### src/rtl/shift_sequencer.sv
// Multi-cycle shifter: loads a word and shifts it one bit per clock.
// Define SHIFT_SEQ_ROTATE_EN to build the ROL/ROR modes.
module shift_sequencer #(
    parameter int LENGTH = 16,
    parameter int AMT_W  = $clog2(LENGTH) + 1
) (
    input  logic              clk,
    input  logic              rst,
    input  logic              start,
    input  logic [2:0]        mode,
    input  logic [AMT_W-1:0]  amount,
    input  logic              bin,
    input  logic [LENGTH-1:0] ins,
    output logic [LENGTH-1:0] shifted_out,
    output logic              carry_out,
    output logic              busy,
    output logic              done
);

    typedef enum logic [1:0] {
        IDLE  = 2'd0,
        SHIFT = 2'd1,
        DONE  = 2'd2
    } state_t;

    state_t            state;
    state_t            state_n;
    logic [LENGTH-1:0] data;
    logic [LENGTH-1:0] data_n;
    logic              carry;
    logic              carry_n;
    logic [AMT_W-1:0]  cnt;
    logic [AMT_W-1:0]  cnt_n;
    logic [2:0]        mode_q;
    logic [2:0]        mode_n;
    logic [LENGTH-1:0] step_data;
    logic              step_carry;

    // One single-bit step of the latched mode; unused codes fall to SLL
    always_comb begin
        step_data  = {data[LENGTH-2:0], bin};
        step_carry = data[LENGTH-1];
        case (mode_q)
            3'd1: begin
                step_data  = {bin, data[LENGTH-1:1]};
                step_carry = data[0];
            end
            3'd2: begin
                step_data  = {data[LENGTH-1], data[LENGTH-1:1]};
                step_carry = data[0];
            end
`ifdef SHIFT_SEQ_ROTATE_EN
            3'd3: begin
                step_data  = {data[LENGTH-2:0], data[LENGTH-1]};
                step_carry = data[LENGTH-1];
            end
            3'd4: begin
                step_data  = {data[0], data[LENGTH-1:1]};
                step_carry = data[0];
            end
`else
            3'd4: begin
                step_data  = {bin, data[LENGTH-1:1]};
                step_carry = data[0];
            end
`endif
            default: begin
                step_data  = {data[LENGTH-2:0], bin};
                step_carry = data[LENGTH-1];
            end
        endcase
    end

    // Next-state, datapath update and status outputs
    always_comb begin
        state_n = state;
        data_n  = data;
        carry_n = carry;
        cnt_n   = cnt;
        mode_n  = mode_q;
        busy    = 1'b0;
        done    = 1'b0;
        case (state)
            SHIFT: begin
                busy    = 1'b1;
                data_n  = step_data;
                carry_n = step_carry;
                cnt_n   = cnt - AMT_W'(1);
                if (cnt == AMT_W'(1)) begin
                    state_n = DONE;
                end
            end
            IDLE, DONE: begin
                done    = (state == DONE);
                state_n = IDLE;
                if (start) begin
                    data_n  = ins;
                    cnt_n   = amount;
                    mode_n  = mode;
                    carry_n = 1'b0;
                    state_n = (amount != '0) ? SHIFT : DONE;
                end
            end
            default: begin
                state_n = IDLE;
            end
        endcase
    end

    // State and datapath registers with synchronous reset
    always_ff @(posedge clk) begin
        if (rst) begin
            state  <= IDLE;
            data   <= '0;
            carry  <= 1'b0;
            cnt    <= '0;
            mode_q <= 3'd0;
        end else begin
            state  <= state_n;
            data   <= data_n;
            carry  <= carry_n;
            cnt    <= cnt_n;
            mode_q <= mode_n;
        end
    end

    assign shifted_out = data;
    assign carry_out   = carry;

endmodule

### config.mk
export PLATFORM = sky130hd
export DESIGN_NAME = shift_sequencer
export DESIGN_NICKNAME = d
export VERILOG_FILES = /design/src/rtl/shift_sequencer.sv
export SDC_FILE = /design/constraint.sdc
export NUM_CORES = 1
export LEC_CHECK = 0
export ABC_AREA = 1
export CAP_MARGIN = 10
export CORE_UTILIZATION = 35
export CTS_BUF_LIST = sky130_fd_sc_hd__clkbuf_16
export CTS_CLUSTER_SIZE = 16
export DETAILED_ROUTE_END_ITERATION = 7
export SETUP_SLACK_MARGIN = 0.5
export SLEW_MARGIN = 20
export SYNTH_ARGS = -nofsm -noshare
export SYNTH_HDL_FRONTEND = slang
export SYNTH_SLANG_ARGS = --single-unit
### constraint.sdc
create_clock -name clk -period 1.25 [get_ports clk]
set_input_delay 0.25 -clock clk [delete_from_list [all_inputs] [get_ports clk]]
set_output_delay 0.25 -clock clk [all_outputs]
set_load 0.03 [all_outputs]
==> results.cfg <==
[detailed_routing]
dr_total_vias = 1866
drt_iter0_markers = 92
finalWirelength_um = 5042
drt_pass1_iterations = 4
drc = 0
viasPerCell = 4.923
wire_per_inst_um = 13.30
antenna_left = 0

[cells_and_area]
register_area_sq_um = 575.6
syn2layout_area_growth_pct = 74.89
nFillCells = 416
postLayoutCoreUtil_pct = 63.84
instances_no_fill = 379
diodes = 0
drive_gt1_share_pct = 54.17
layout.nets = 343
multi_input_area_sq_mm = 0.001141

[floorplan]
die_area_sq_mm = 0.005211
core_region_area_sq_mm = 0.004723
fp.dieH_um = 72.19
initial_core_util_pct = 36.50
fp.dieW_um = 72.19
rows = 25
pin_count = 47

[run_status]
failed_checks = negative setup slack
status = finished, violations left

[placed_design]
place.gp.congestion = 0.8018
dp_slack_ns = -0.2082
place.detailed.hpwl_um = 3377
dp_cells = 351
numPortBuffers = 46

[synthesis]
synth-main-ff-cell = dfxtp_1
synth.net_count = 257
yosysMostFrequentCell = o21ai_0
synth_common_cells = o21ai_0 (34), nand3_1 (28), dfxtp_1 (27)
synth_area_leaders = dfxtp_1 (31%), o21ai_0 (9.9%), nand3_1 (8.1%)
ys_async_sr_fraction_pct = 0
synth_seq_cells = 27
synth_largest_area_cell = dfxtp_1
synth_top_area_share_pct = 31.35
avgSynthCellArea_sq_um = 7.595
seq_area_frac_synth_pct = 31.35
yosysUniqueCellTypes = 32
netlist_instances = 227
syn_area_sq_mm = 0.001724
synth_edf_count = 0
yosys_warnings = 0

[timing]
drv_slew = 0
setup_viol = 2
fin_crit_sh_pct = 101.6
clock_skew_ns = 0.005331
rsz0062_at_grt = yes
period_minus_slack_ns = 1.270
tightest_slew_ns = 0.2584
slew_headroom_pct = 82.59
clock.fmax_mhz = 787.2
setup_ws_ns = -0.02031
final_hold_viol_count = 0

[global_route]
antenna_found_initial = 0
grt.overflow.total = 0
grt_pass1_wl_um = 8314
grt_max_degree = 18
grt_pass1_vias = 1841
track_usage_pct = 20.40

[worst_setup_path]
cp-start-kind = flip-flop
end_kind = output pin
critical_path_class = flip-flop to output pin
crit_fanout = 3
worst-r2r-cell-count = 9
worst_ep_arrival_time_ns = 1.02
required_ns = 1.00

[clock_network]
cts_made_buffers = 3
ctsHoldBuffers = 0
clock_sinks = 27
tritoncts = yes
clk_transition_reported_paths_ns = 0.07
cts_root_buf = clkbuf_16
htreeDepth = 1
clk_latency_ns = 0.26
cts_max_path_buffers = 2

[power]
switching_power_mw = 1.319
pwr-share-comb_pct = 49.0
clock_power_share_pct = 21.1
power_mw = 3.568
ir_drop_mv = 0.5991
p_per_area_mw_per_mm2 = 1183
switching_share_pct = 36.95
power.leakage_nw = 1.242
internal-power_mw = 2.250
p_seq_share_pct = 29.9

[worst_hold_path]
min_path_type = flip-flop to flip-flop
hold_depth = 2

[run]
max_cap_viol_count = 0
flip-flops by register name, indices dropped and copies added, names as in the netlist:
signal	flops
mode_q	3
carry_out	1
state	2
cnt	5
shifted_out	16
layout by cell type, fill, tap and decap left out, types with 2 or more instances in the layout:
cell type        synthesis  routed
nor2_1                   8       6
nand2_4                  8       5
nand2_1                 20      19
inv_8                    0       2
nand3_4                  1       2
dfxtp_1                 27       5
dfxtp_2                  0      19
buf_12                   1       8
o21ai_4                  0       3
inv_2                    4       5
inv_1                   25      21
clkdlybuf4s50_1          0      27
o211ai_1                 2       2
nand2_2                  7       7
o21ai_2                  1      15
a21oi_2                 10      13
nand3_1                 28      26
nor2_4                   0       2
o21ai_1                  3      18
o21ai_0                 34       2
buf_4                    1      32
nand3_2                 11      12
buf_6                    4      26
nand2_8                  0       4
a21oi_1                 14      11
clkbuf_16                0       3
dfxtp_4                  0       3
critical path: stages, from the launching register on:
cell and delay (ns):
dfxtp_2 0.33, buf_6 0.13, nand2_8 0.07, clkinvlp_4 0.09, buf_6 0.14
metal layers:
layer / part of all wire (%) / global-route usage, %
met1: 44 / 28.12
met2: 50 / 33.23
met3: 4.8 / 3.472
met4: 1.5 / 4.793
met5: 0 / 0
through the flow:
step | hold slack [ns] | setup TNS, ns | area [sq um]
after floorplan | 0.3191 | 0 | 1798
after global placement | 0.4663 | -3.197 | 2417
after detailed placement | 0.4645 | -3.663 | 2417
after CTS | 0.4846 | -0.07418 | 2928
after global routing | 0.5247 | -0.9107 | 3015
final | 0.5004 | -0.02423 | 3015
path summary, 6_finish.rpt:
| kind | from | end | slack, ns |
|---|---|---|---|
| hold / removal | cnt[4]$_SDFFE_PP0P_ | cnt[4]$_SDFFE_PP0P_ | 0.50 |
| hold reg to reg | cnt[4]$_SDFFE_PP0P_ | cnt[4]$_SDFFE_PP0P_ | 0.50 |
| setup / recovery | state[0]$_SDFFE_PP0P_ | busy | -0.02 |
| setup reg to reg | state[0]$_SDFFE_PP0P_ | state[1]$_SDFFE_PP0P_ | 0 |
power by group through the flow:
stage	sequential (mW)	clock, mW	combinational, mW
5_1_grt	1.08	0.790	1.89
4_1_cts	1.06	0.750	1.68
2_1_floorplan	1.19	0	0.777
6_report	1.07	0.753	1.75
3_3_place_gp	1.07	0	1.34
3_5_place_dp	1.08	0	1.35
layout make-up:
class	instances	area share, %
clock buffers	3	2.490
inverters	30	4.772
flip-flops and latches	27	19.09
well taps	67	2.780
multi-input cells	157	37.84
clock inverters	1	0.1660
repair buffers	94	32.86
repair_timing:
action                                  4_1_cts  5_1_grt
gates resized for setup                      88       16
setup buffers                                22        1
endpoints found under the setup margin       46       46
pin swaps                                    10        3
gates cloned                                  1        0
cell families after synthesis:
kind of cell | share of synthesized area [%]
buf+inv | 13.28
xor+xnor | 0.5081
compound gates | 22.57
flops | 31.35
simple gates | 30.84
fa+ha+maj | 1.451
Note: power is estimated with default switching activity, not from simulation.
==> RTL edit: new RTL, same flow settings <==
Build with the macro `SHIFT_SEQ_ROTATE_EN` defined.
--- a/src/rtl/shift_sequencer.sv
+++ b/src/rtl/shift_sequencer.sv
@@ -1,5 +1,7 @@
 // Multi-cycle shifter: loads a word and shifts it one bit per clock.
 // Define SHIFT_SEQ_ROTATE_EN to build the ROL/ROR modes.
+`define SHIFT_SEQ_ROTATE_EN
+
 module shift_sequencer #(
     parameter int LENGTH = 16,
     parameter int AMT_W  = $clog2(LENGTH) + 1
Formal check against the unedited RTL: not equivalent (Yosys sat finds a counterexample within 4 cycles, from zero or initial values and one cycle with rst high).
==> RTL edit against the original RTL <==
- via count increased by 6.3%
- routed wire length increased by 3.8%
- setup slack improved by 0.042 ns
- cell area decreased by 6.0%
- area after synthesis decreased by 3.1%
- sequential cell count unchanged
- power decreased by 7.9%
- register-to-register slack improved by 0.06 ns
- critical path type unchanged
==> RTL edit: results <==
status:
  status: "finished, final reports clean"
synth:
  yosysUniqueCellTypes: 28
  synthAdderAreaFrac_pct: 1.50
  syn_nets: 270
  seq_area_frac_synth_pct: 32.4
  synth_area_leaders: "dfxtp_1 (32%), o21ai_0 (12%), nand2_1 (12%), nand4_1 (7.1%), a21oi_2 (5.2%)"
  synthCells: 240
global_route:
  grt_max_degree: 24
  use_met3_pct: 3.85
  grt_pass1_wl_mm: 8.78
clocking:
  cts_resized: 87
route:
  wl_met2_mm: 2.63
  met1Wirelength_mm: 2.26
  num_vias: 1983
  drt_iter0_drc: 123
  firstDrtPassIters: 6
  dr_wl_met3_um: 305
placement:
  gp_congestion: 0.883
  place_ws_ns: -0.164
  postPlaceCellArea_mm2: 0.00228
layout:
  nFillCells: 400
  layout.cells.non_filler: 373
  multi_input_area_mm2: 0.00111
timing:
  skew_ns: 0.00390
  slew_headroom_pct: 83.0
setup_path:
  critical_path_arrival_ns: 0.98
  critPathSlowestCell: "dfxtp_4"
  cp_top_family: "flip-flops"
  critPathMaxStageDelay_ns: 0.38
power:
  ir_drop_mv: 0.868
-- RTL edit: cell families after synthesis --
kind of cell	Yosys count
AND/OR/NAND/NOR	109
AO/OA/AOI/OAI	70
buffers and inverters	31
flip-flops	27
adder cells (fa/ha/maj)	2
XOR/XNOR	1
-- RTL edit: power breakdown --
group | internal, W | switching [W]
Sequential | 0.000981 | 0.000116
Clock | 0.000432 | 0.000310
Combinational | 0.000685 | 0.000760
Total | 0.00210 | 0.00119
-- RTL edit: cell type report --
type	count	share of cell area (%)
Timing Repair Buffer	90	31.5
Clock buffer	3	2.65
Sequential cell	27	21.5
Tap cell	52	2.30
Inverter	17	2.69
Multi-Input combinational cell	183	39.2
Clock inverter	1	0.177
-- RTL edit: worst paths after layout --
check	from	to	slack (ns)	depth (start not counted)
worst max register to register	state[0]	shifted_out[13]	0.06	6
worst max-delay path	state[0]	done	0.02	3
worst min register to register	carry_out	carry_out	0.48	2
worst min-delay path	carry_out	carry_out	0.48	2
